File: config.mk
export PLATFORM = sky130hd
export DESIGN_NAME = neopixel_chain_flat
export DESIGN_NICKNAME = d
export VERILOG_FILES = /design/src/rtl/neopixel_chain_if.sv /design/src/rtl/neopixel_chain.sv /design/src/flat_wrapper.sv
export SDC_FILE = /design/constraint.sdc
export NUM_CORES = 1
export LEC_CHECK = 0
export CORE_MARGIN = 3
export CORE_UTILIZATION = 55
export CTS_CLUSTER_DIAMETER = 150
export DETAILED_ROUTE_END_ITERATION = 8
export GPL_TIMING_DRIVEN = 0
export PLACE_DENSITY = 0.78
export SLEW_MARGIN = 20
export SYNTH_ARGS = -nofsm -noshare
export SYNTH_HDL_FRONTEND = slang
export SYNTH_SLANG_ARGS = --single-unit
File: constraint.sdc
create_clock -name pclk -period 2.4 [get_ports pclk]
set_clock_uncertainty 0.15 [all_clocks]
set_input_delay 0.48 -clock pclk [delete_from_list [all_inputs] [get_ports pclk]]
set_output_delay 0.48 -clock pclk [all_outputs]
set_load 0.005 [all_outputs]
File: src/rtl/neopixel_chain_if.sv
`timescale 1ns/1ps
// neopixel_chain_if: memory-mapped bus seen by the pixel-chain driver.
// Latency: plain wires; read data is combinational from the slave.
// Backpressure: none; every strobe is accepted in the cycle it is seen.
interface neopixel_chain_if;
    logic        bus_write_en;
    logic        bus_read_en;
    logic        np_en;
    logic [7:0]  bus_addr;
    logic [31:0] bus_write_data;
    logic [31:0] bus_read_data;

    modport master (
        output bus_write_en,
        output bus_read_en,
        output np_en,
        output bus_addr,
        output bus_write_data,
        input  bus_read_data
    );

    modport slave (
        input  bus_write_en,
        input  bus_read_en,
        input  np_en,
        input  bus_addr,
        input  bus_write_data,
        output bus_read_data
    );
endinterface

File: src/rtl/neopixel_chain.sv
`timescale 1ns/1ps
// neopixel_chain: N-pixel GRB frame buffer serialised onto a one-wire WS2812 line.
// Latency: start sampled at edge N -> busy after N, first np_out high after N+1; reads combinational.
// Backpressure: none; bus always accepts, start/clear are dropped while a frame/latch runs.
// Optional feature: define NP_AUTO_REFRESH_EN for CTRL bit2 auto-refresh (LATCH loops back to SEND).
module neopixel_chain #(
    parameter int NUM_PIXELS = 8,
    parameter int T0H        = 40,
    parameter int T1H        = 80,
    parameter int T_BIT      = 125,
    parameter int T_LATCH    = 5000,
    parameter int CNT_W      = 14
) (
    input  logic            pclk,
    input  logic            nreset,
    neopixel_chain_if.slave bus,
    output logic            np_out,
    output logic            busy
);
    localparam int               PIX_W     = (NUM_PIXELS > 1) ? $clog2(NUM_PIXELS) : 1;
    localparam logic [7:0]       LAST_PIX  = 8'(NUM_PIXELS - 1);
    localparam logic [CNT_W-1:0] BIT_END   = CNT_W'(T_BIT - 1);
    localparam logic [CNT_W-1:0] LATCH_END = CNT_W'(T_LATCH - 1);
    localparam logic [CNT_W-1:0] T0H_C     = CNT_W'(T0H);
    localparam logic [CNT_W-1:0] T1H_C     = CNT_W'(T1H);

    typedef enum logic [1:0] {
        IDLE  = 2'd0,
        SEND  = 2'd1,
        LATCH = 2'd2
    } state_t;

    state_t           state_q, state_d;
    logic [CNT_W-1:0] cnt_q, cnt_d;
    logic [23:0]      shift_q, shift_d;
    logic [4:0]       bit_q, bit_d;
    logic [7:0]       pix_q, pix_d;
    logic [7:0]       idx_q, idx_d;
    logic             np_out_q, np_out_d;
    logic             busy_q, busy_d;
    logic [23:0]      mem_q [NUM_PIXELS];
    logic             auto_en;

    logic             wr_en, rd_en;
    logic             wr_ctrl, wr_idx, wr_pix;
    logic             is_busy, start, clr;
    logic [7:0]       pix_nxt;

    assign wr_en   = bus.bus_write_en & bus.np_en;
    assign rd_en   = bus.bus_read_en & bus.np_en;
    assign wr_ctrl = wr_en && (bus.bus_addr == 8'h00);
    assign wr_idx  = wr_en && (bus.bus_addr == 8'h04);
    assign wr_pix  = wr_en && (bus.bus_addr == 8'h08);
    assign is_busy = (state_q != IDLE);
    // clear wins over start when both bits are set in one CTRL write
    assign clr     = wr_ctrl & bus.bus_write_data[1] & ~is_busy;
    assign start   = wr_ctrl & bus.bus_write_data[0] & ~bus.bus_write_data[1] & ~is_busy;
    assign pix_nxt = pix_q + 8'd1;

`ifdef NP_AUTO_REFRESH_EN
    logic auto_q;

    // Auto-refresh flag: writable at any time, only sampled at the end of a latch
    always_ff @(posedge pclk or negedge nreset) begin
        if (!nreset) begin
            auto_q <= 1'b0;
        end else if (wr_ctrl) begin
            auto_q <= bus.bus_write_data[2];
        end
    end

    assign auto_en = auto_q;
`else
    assign auto_en = 1'b0;
`endif

    // Index pointer: direct load with out-of-range folding to 0, or wrap-increment after a pixel write
    always_comb begin
        idx_d = idx_q;
        if (wr_idx) begin
            idx_d = (bus.bus_write_data >= 32'(NUM_PIXELS)) ? 8'd0 : bus.bus_write_data[7:0];
        end else if (wr_pix) begin
            idx_d = (idx_q == LAST_PIX) ? 8'd0 : idx_q + 8'd1;
        end
    end

    // Frame buffer and index; pixel writes are accepted even mid-frame
    always_ff @(posedge pclk or negedge nreset) begin
        if (!nreset) begin
            idx_q <= '0;
            for (int i = 0; i < NUM_PIXELS; i++) begin
                mem_q[i] <= '0;
            end
        end else begin
            idx_q <= idx_d;
            if (clr) begin
                for (int i = 0; i < NUM_PIXELS; i++) begin
                    mem_q[i] <= '0;
                end
            end else if (wr_pix) begin
                mem_q[idx_q[PIX_W-1:0]] <= bus.bus_write_data[23:0];
            end
        end
    end

    // Serialiser next state: bit timing, pixel load at the end of each 24-bit word, latch interval
    always_comb begin
        state_d  = state_q;
        cnt_d    = cnt_q;
        shift_d  = shift_q;
        bit_d    = bit_q;
        pix_d    = pix_q;
        np_out_d = 1'b0;
        case (state_q)
            IDLE: begin
                if (start) begin
                    state_d = SEND;
                    pix_d   = 8'd0;
                    shift_d = mem_q[0];
                    bit_d   = 5'd0;
                    cnt_d   = '0;
                end
            end
            SEND: begin
                np_out_d = (cnt_q < (shift_q[23] ? T1H_C : T0H_C));
                cnt_d    = cnt_q + 1'b1;
                if (cnt_q == BIT_END) begin
                    cnt_d   = '0;
                    shift_d = shift_q << 1;
                    bit_d   = bit_q + 5'd1;
                    if (bit_q == 5'd23) begin
                        bit_d = 5'd0;
                        if (pix_q == LAST_PIX) begin
                            state_d = LATCH;
                        end else begin
                            pix_d   = pix_nxt;
                            shift_d = mem_q[pix_nxt[PIX_W-1:0]];
                        end
                    end
                end
            end
            LATCH: begin
                cnt_d = cnt_q + 1'b1;
                if (cnt_q == LATCH_END) begin
                    cnt_d = '0;
                    if (auto_en) begin
                        state_d = SEND;
                        pix_d   = 8'd0;
                        shift_d = mem_q[0];
                        bit_d   = 5'd0;
                    end else begin
                        state_d = IDLE;
                    end
                end
            end
            default: begin
                state_d = IDLE;
            end
        endcase
        busy_d = (state_d != IDLE);
    end

    // Serialiser registers; reset drops np_out immediately and abandons any frame
    always_ff @(posedge pclk or negedge nreset) begin
        if (!nreset) begin
            state_q  <= IDLE;
            cnt_q    <= '0;
            shift_q  <= '0;
            bit_q    <= '0;
            pix_q    <= '0;
            np_out_q <= 1'b0;
            busy_q   <= 1'b0;
        end else begin
            state_q  <= state_d;
            cnt_q    <= cnt_d;
            shift_q  <= shift_d;
            bit_q    <= bit_d;
            pix_q    <= pix_d;
            np_out_q <= np_out_d;
            busy_q   <= busy_d;
        end
    end

    // Combinational read mux; zero whenever no read is addressed to this block
    always_comb begin
        bus.bus_read_data = '0;
        if (rd_en) begin
            case (bus.bus_addr)
                8'h00:   bus.bus_read_data = {16'b0, idx_q, 5'b0, auto_en, 1'b0, busy_q};
                8'h04:   bus.bus_read_data = {24'b0, idx_q};
                8'h08:   bus.bus_read_data = {8'b0, mem_q[idx_q[PIX_W-1:0]]};
                default: bus.bus_read_data = '0;
            endcase
        end
    end

    assign np_out = np_out_q;
    assign busy   = busy_q;

endmodule

File: src/flat_wrapper.sv
// flat-port wrapper written by rule: the top's interface ports become plain ports
module neopixel_chain_flat 
#(
    parameter int NUM_PIXELS = 8,
    parameter int T0H        = 40,
    parameter int T1H        = 80,
    parameter int T_BIT      = 125,
    parameter int T_LATCH    = 5000,
    parameter int CNT_W      = 14
)
  (pclk, nreset, np_out, busy, bus_bus_write_en, bus_bus_read_en, bus_np_en, bus_bus_addr, bus_bus_write_data, bus_bus_read_data);
  neopixel_chain_if bus_i ();
  input  logic pclk;
  input  logic nreset;
  output logic np_out;
  output logic busy;
  input wire logic [$bits(bus_i.bus_write_en)-1:0] bus_bus_write_en;
  input wire logic [$bits(bus_i.bus_read_en)-1:0] bus_bus_read_en;
  input wire logic [$bits(bus_i.np_en)-1:0] bus_np_en;
  input wire logic [$bits(bus_i.bus_addr)-1:0] bus_bus_addr;
  input wire logic [$bits(bus_i.bus_write_data)-1:0] bus_bus_write_data;
  output wire logic [$bits(bus_i.bus_read_data)-1:0] bus_bus_read_data;
  assign bus_i.bus_write_en = bus_bus_write_en;
  assign bus_i.bus_read_en = bus_bus_read_en;
  assign bus_i.np_en = bus_np_en;
  assign bus_i.bus_addr = bus_bus_addr;
  assign bus_i.bus_write_data = bus_bus_write_data;
  assign bus_bus_read_data = bus_i.bus_read_data;
  neopixel_chain #(.NUM_PIXELS(NUM_PIXELS), .T0H(T0H), .T1H(T1H), .T_BIT(T_BIT), .T_LATCH(T_LATCH), .CNT_W(CNT_W)) u_core (.pclk(pclk), .nreset(nreset), .bus(bus_i), .np_out(np_out), .busy(busy));
endmodule
Word level (Yosys, flattened, before mapping)
Index checks and enable logic that the tools add are counted.
Storage, ports and cells
  word-level logic and storage cells: 107
  bits in registers: 255
  output and inout bits: 34
Cells by class
  $add $sub $neg: 4
  bitwise logic cells: 11
  magnitude comparators: 5
  equal/unequal tests: 13
  reductions and logical operators: 15
  mux-type cells: 43
Operators with widths (count)
  $mux 192: 2
  $mux 24: 9
  $bwmux 192: 1
  $bmux 24 s3: 2
  $demux 24 s3: 1
  $pmux 24 s3: 1
  $mux 8: 8
  $pmux 24 s2: 1
  $mux 14: 3
  $pmux 14 s3: 1
  $ge 32x4->1 const B: 1
  $mux 32: 1
  $eq 8x3->1 const B: 3
  $add 8x1->8 const B: 2
  $pmux 8 s2: 1
  $mux 5: 3
  $add 14x1->14 const B: 1
  $eq 14x13->1 const B: 1
  $eq 14x7->1 const B: 1
  $lt 14x14->1: 1
  $mux 2: 5
  $pmux 5 s2: 1
  $reduce_bool 2->1: 5
  $eq 8x4->1 const B: 1
  21 further kinds: 35

Depth between registers and ports, before layout
  depth after elaboration: 9
  depth in mapped cells: 10

Worst setup path before layout
No wires, ideal clock.
  path kind: register -> output
  start point: register u_core.idx_q[0]
  end point: output port bus_bus_read_data[1]
  arrival time: 1.940 ns
  path slack: -0.170 ns
  path buffers: 2
  stages on the path, launching flop included: 8
  path through: dfrtp_1 -> buf_1 -> buf_1 -> nor2_1 -> a221oi_1 -> o22ai_1 -> a22oi_1 -> nor2_1
Between the ends
  word-level cells in the longest chain between the ends: 6
Ends and longest elaborated chain
  start: declaration: RTL line neopixel_chain.sv:38  | logic [7:0] idx_q, idx_d;
  start signal: assignment: RTL line neopixel_chain.sv:95  | idx_q <= idx_d;
  $not 3->4 (not written as such): RTL line neopixel_chain.sv:191  | 8'h08: bus.bus_read_data = {8'b0, mem_q[idx_q[PIX_W-1:0]]};
  $bmux 24 s3: RTL line neopixel_chain.sv:191
  $mux 24 (not written as such) (2 in series): RTL line neopixel_chain.sv:191
  $pmux 24 s3: RTL line neopixel_chain.sv:188  | case (bus.bus_addr)
  $mux 32: RTL line neopixel_chain.sv:187  | if (rd_en) begin
  end: declaration: RTL line flat_wrapper.sv:22  | output wire logic [$bits(bus_i.bus_read_data)-1:0] bus_bus_read_data;
No other way between the ends. The select of a mux whose other input is x is not followed.

Worst setup path after layout
  start point: register u_core.idx_q[1]
  end point: output port bus_bus_read_data[15]
The elaborated chain is that of the path after synthesis.

==> results by group <==
Synthesis
  • Distinct cells, synth: 69
  • Syn_area_per_cell: 10.0 um2
  • Seq/Total Area, Yosys: 43.3%
  • Synthesis Warnings: 0
  • Synth Cell Area: 14700 um2
  • #FFs+latches synth: 255
  • Synth top area cells: dfrtp_1 43%, mux2i_1 10%, mux4_2 9.6%
  • Async set or reset register ratio after synthesis: 100%
  • Most common cell in the netlist: dfrtp_1
  • Synth top area share: 43.3%
  • Synth Instances: 1471
  • Dominant synthesized flop cell: dfrtp_1
  • Synth cell count leaders: 255 x dfrtp_1, 237 x nor2_1, 153 x mux2i_1
  • Leading area contributor after synthesis: dfrtp_1
  • Post-synth EDFFs: 0

Worst setup path
  • Crit-path max FO: 6
  • Arr. time, crit path: 2.69 ns
  • Worst r2r dst: u_core.mem_q[3]$_DFFE_PN0P_
  • R2r setup slk: -0.18 ns
  • FF-to-FF Start: u_core.idx_q[0]$_DFFE_PN0P_
  • Crit path capture type: output pin
  • Worst setup path class: flop to output pin
  • R2R depth: 8
  • CP required: 1.77 ns
  • Worst setup SP type: flop

Hold path
  • HP Start: bus_bus_write_data[10]
  • Hold endpoint: u_core.mem_q[178]$_DFFE_PN0P_
  • WHS Path Cells: 3
  • Hold crit path type: input pin to flop

Placement
  • Placer congestion estimate: 1.03
  • Hpwl dp: 35000 um
  • Placed insts: 1863
  • IO buf count: 47

Outcome
  • Status: finished with violations
  • Failing checks: design-rule violations, negative setup slack

Floorplanning
  • Die area: 28800 um2
  • Die Ht: 170 um
  • Die Width: 170 um
  • Initial core utilization: 56.2%
  • Core Rows: 59
  • Total core area: 26200 um2
  • Num ports: 79

Cells and area
  • Final nets: 1730
  • Fillers: 1508
  • Area grow syn2layout: 34.0%
  • Post-Layout Cell Count: 2033
  • Ratio of cells with drive above 1 in the final layout: 33.2%

CTS
  • CTS tree: built
  • Total clock buffers created by CTS: 30
  • Worst-Skew Late Latency: 0.58 ns
  • Root Buffer: clkbuf_16
  • CTS sink cnt: 255
  • Clock-pin slew on the worst setup and hold paths: 0.06 ns
  • CTS max path bufs: 3
  • CTS H-tree depth: 1

Route
  • Vias/cell: 7.67
  • Vias: 15594
  • WL final: 65400 um
  • DR pass1 iterations: 9
  • WL/cell: 32.2 um
  • Drc violations: 97
  • DRT iter0 DRCs: 3440
  • DRT antenna net count: 0

Timing
  • Crit path setup slack, layout: -0.918 ns
  • Final max-slew violation count: 0
  • Slew of the pin with the lowest slew margin: 0.742 ns
  • Total Neg Setup Slack: -19.06 ns
  • Fmax: 301 MHz
  • Hold WS: 0.168 ns
  • Normalized max-slew margin: 50.5%
  • Final period utilization: 138%
  • Final hold violation count: 0
  • Min Tclk post-route: 3.32 ns
  • Unrepaired setup endpoints after global routing: true
  • Setup-violating endpoint count in the final report: 63

GRT
  • Vias in the first global route: 14612
  • Gr ovfl total: 0
  • First-pass GRT wire length: 87900 um
  • Pin count of the biggest net entering global routing: 80
  • Tot GR Track Use: 40.2%
  • Initial antenna violation count: 2

Power
  • PD cells: 546 nW/um2
  • VDD IR max: 0.540 mV
  • Total Power: 0.0108 W
  • Leak: 9.46 nW

Run
  • Max Cap Violations: 0
[metal layers]
metal | vias to the layer above | part of all wire, % | track usage (%)
met5 | - | 0 | 0
met4 | 0 | 11 | 25.9
met3 | 679 | 17 | 15.6
met2 | 1756 | 41 | 58.1
met1 | 7372 | 32 | 50.6
li1 | 5787 | - | -
[worst max-delay path, stage by stage, from the launching register on]
cell and delay [ns]:
dfrtp_2 0.45, clkbuf_16 0.18, buf_6 0.12, nor2b_4 0.22, buf_6 0.21, a22oi_1 0.12, o22ai_2 0.40, a22o_1 0.26
buf_2 0.13
[state kept, by name, indices dropped and copies added (netlist names)]
signal,flops
u_core.bit_q,5
u_core.busy,1
u_core.cnt_q,14
u_core.idx_q,8
u_core.mem_q,192
u_core.np_out,1
u_core.pix_q,8
u_core.shift_q,24
u_core.state_q,2
[logic make-up after synthesis]
group,after synthesis,share of synthesized area (%)
other,1,0.0255
AO/OA/AOI/OAI,289,12.7
multiplexers,241,21.9
adder cells (fa/ha/maj),12,1.02
AND/OR/NAND/NOR,513,16.1
flip-flops,255,43.3
XOR/XNOR,2,0.119
buffers and inverters,158,4.75
[cell usage in the layout, fill, tap and decap left out, types with 18 or more instances in the layout]
master / synthesis / layout
dfrtp_1: 255 / 252
nor2_1: 237 / 217
mux2i_1: 153 / 149
a21oi_1: 118 / 98
buf_4: 14 / 79
nand2_1: 85 / 78
nand3_1: 66 / 64
mux4_2: 63 / 63
buf_6: 0 / 60
clkbuf_16: 0 / 43
buf_2: 43 / 29
clkbuf_1: 82 / 28
buf_12: 0 / 28
o22ai_1: 28 / 24
or3_1: 27 / 20
clkbuf_2: 0 / 20
a21oi_2: 0 / 20
a221oi_2: 0 / 18
[report_power, final]
| part | internal [W] | switching [W] | total [W] | leakage [nW] |
|---|---|---|---|---|
| clock network | 0.00293 | 0.00203 | 0.00496 | 0.519 |
| logic | 0.000534 | 0.000690 | 0.00122 | 5.42 |
| registers | 0.00445 | 0.000143 | 0.00459 | 3.52 |
[per-stage QoR]
step / instance area [um2] / util [%] / setup WS, ns
after floorplan: 14900 / - / -0.0164
after global placement: 15700 / 60.1 / -10.43
after detailed placement: 15800 / 60.4 / -1.83
after CTS: 18700 / 71.4 / -0.744
after global routing: 19700 / 75.3 / -0.900
final: 19700 / 75.3 / -0.918
[worst max-delay path by stage]
stage                                      startpoint                             to  slack (ns)  depth (start not counted)
after global routing      u_core.idx_q[1]$_DFFE_PN0P_           bus_bus_read_data[3]       -0.90                          8
after floorplan                       bus_bus_addr[5]   u_core.mem_q[76]$_DFFE_PN0P_       -0.02                          8
after CTS                 u_core.idx_q[0]$_DFFE_PN0P_           bus_bus_read_data[5]       -0.74                         10
after global placement                         nreset  u_core.mem_q[113]$_DFFE_PN0P_      -10.43                          1
after detailed placement              bus_bus_addr[3]          bus_bus_read_data[14]       -1.83                          7
final                     u_core.idx_q[1]$_DFFE_PN0P_          bus_bus_read_data[15]       -0.92                          8
[layout make-up]
| cell class | count | area (um2) | share of cell area, % |
|---|---|---|---|
| well taps | 335 | 419 | 2.12 |
| flip-flops and latches | 255 | 6380 | 32.3 |
| plain buffers | 136 | 1330 | 6.76 |
| diodes | 1 | 2.50 | 0.0127 |
| clock buffers | 41 | 893 | 4.53 |
| inverters | 11 | 58.8 | 0.298 |
| multi-input cells | 1065 | 8600 | 43.6 |
| repair buffers | 174 | 1880 | 9.50 |
| clock inverters | 15 | 170 | 0.862 |
[repair_timing]
action,in CTS,in global routing
pin swaps,76,81
gates resized for setup,398,215
endpoints found under the setup margin,277,245
hold buffers,1,0
hold endpoints to repair,55,0
buffers inserted,75,43
gates cloned,7,6
Note: power is estimated with default switching activity, not from simulation.
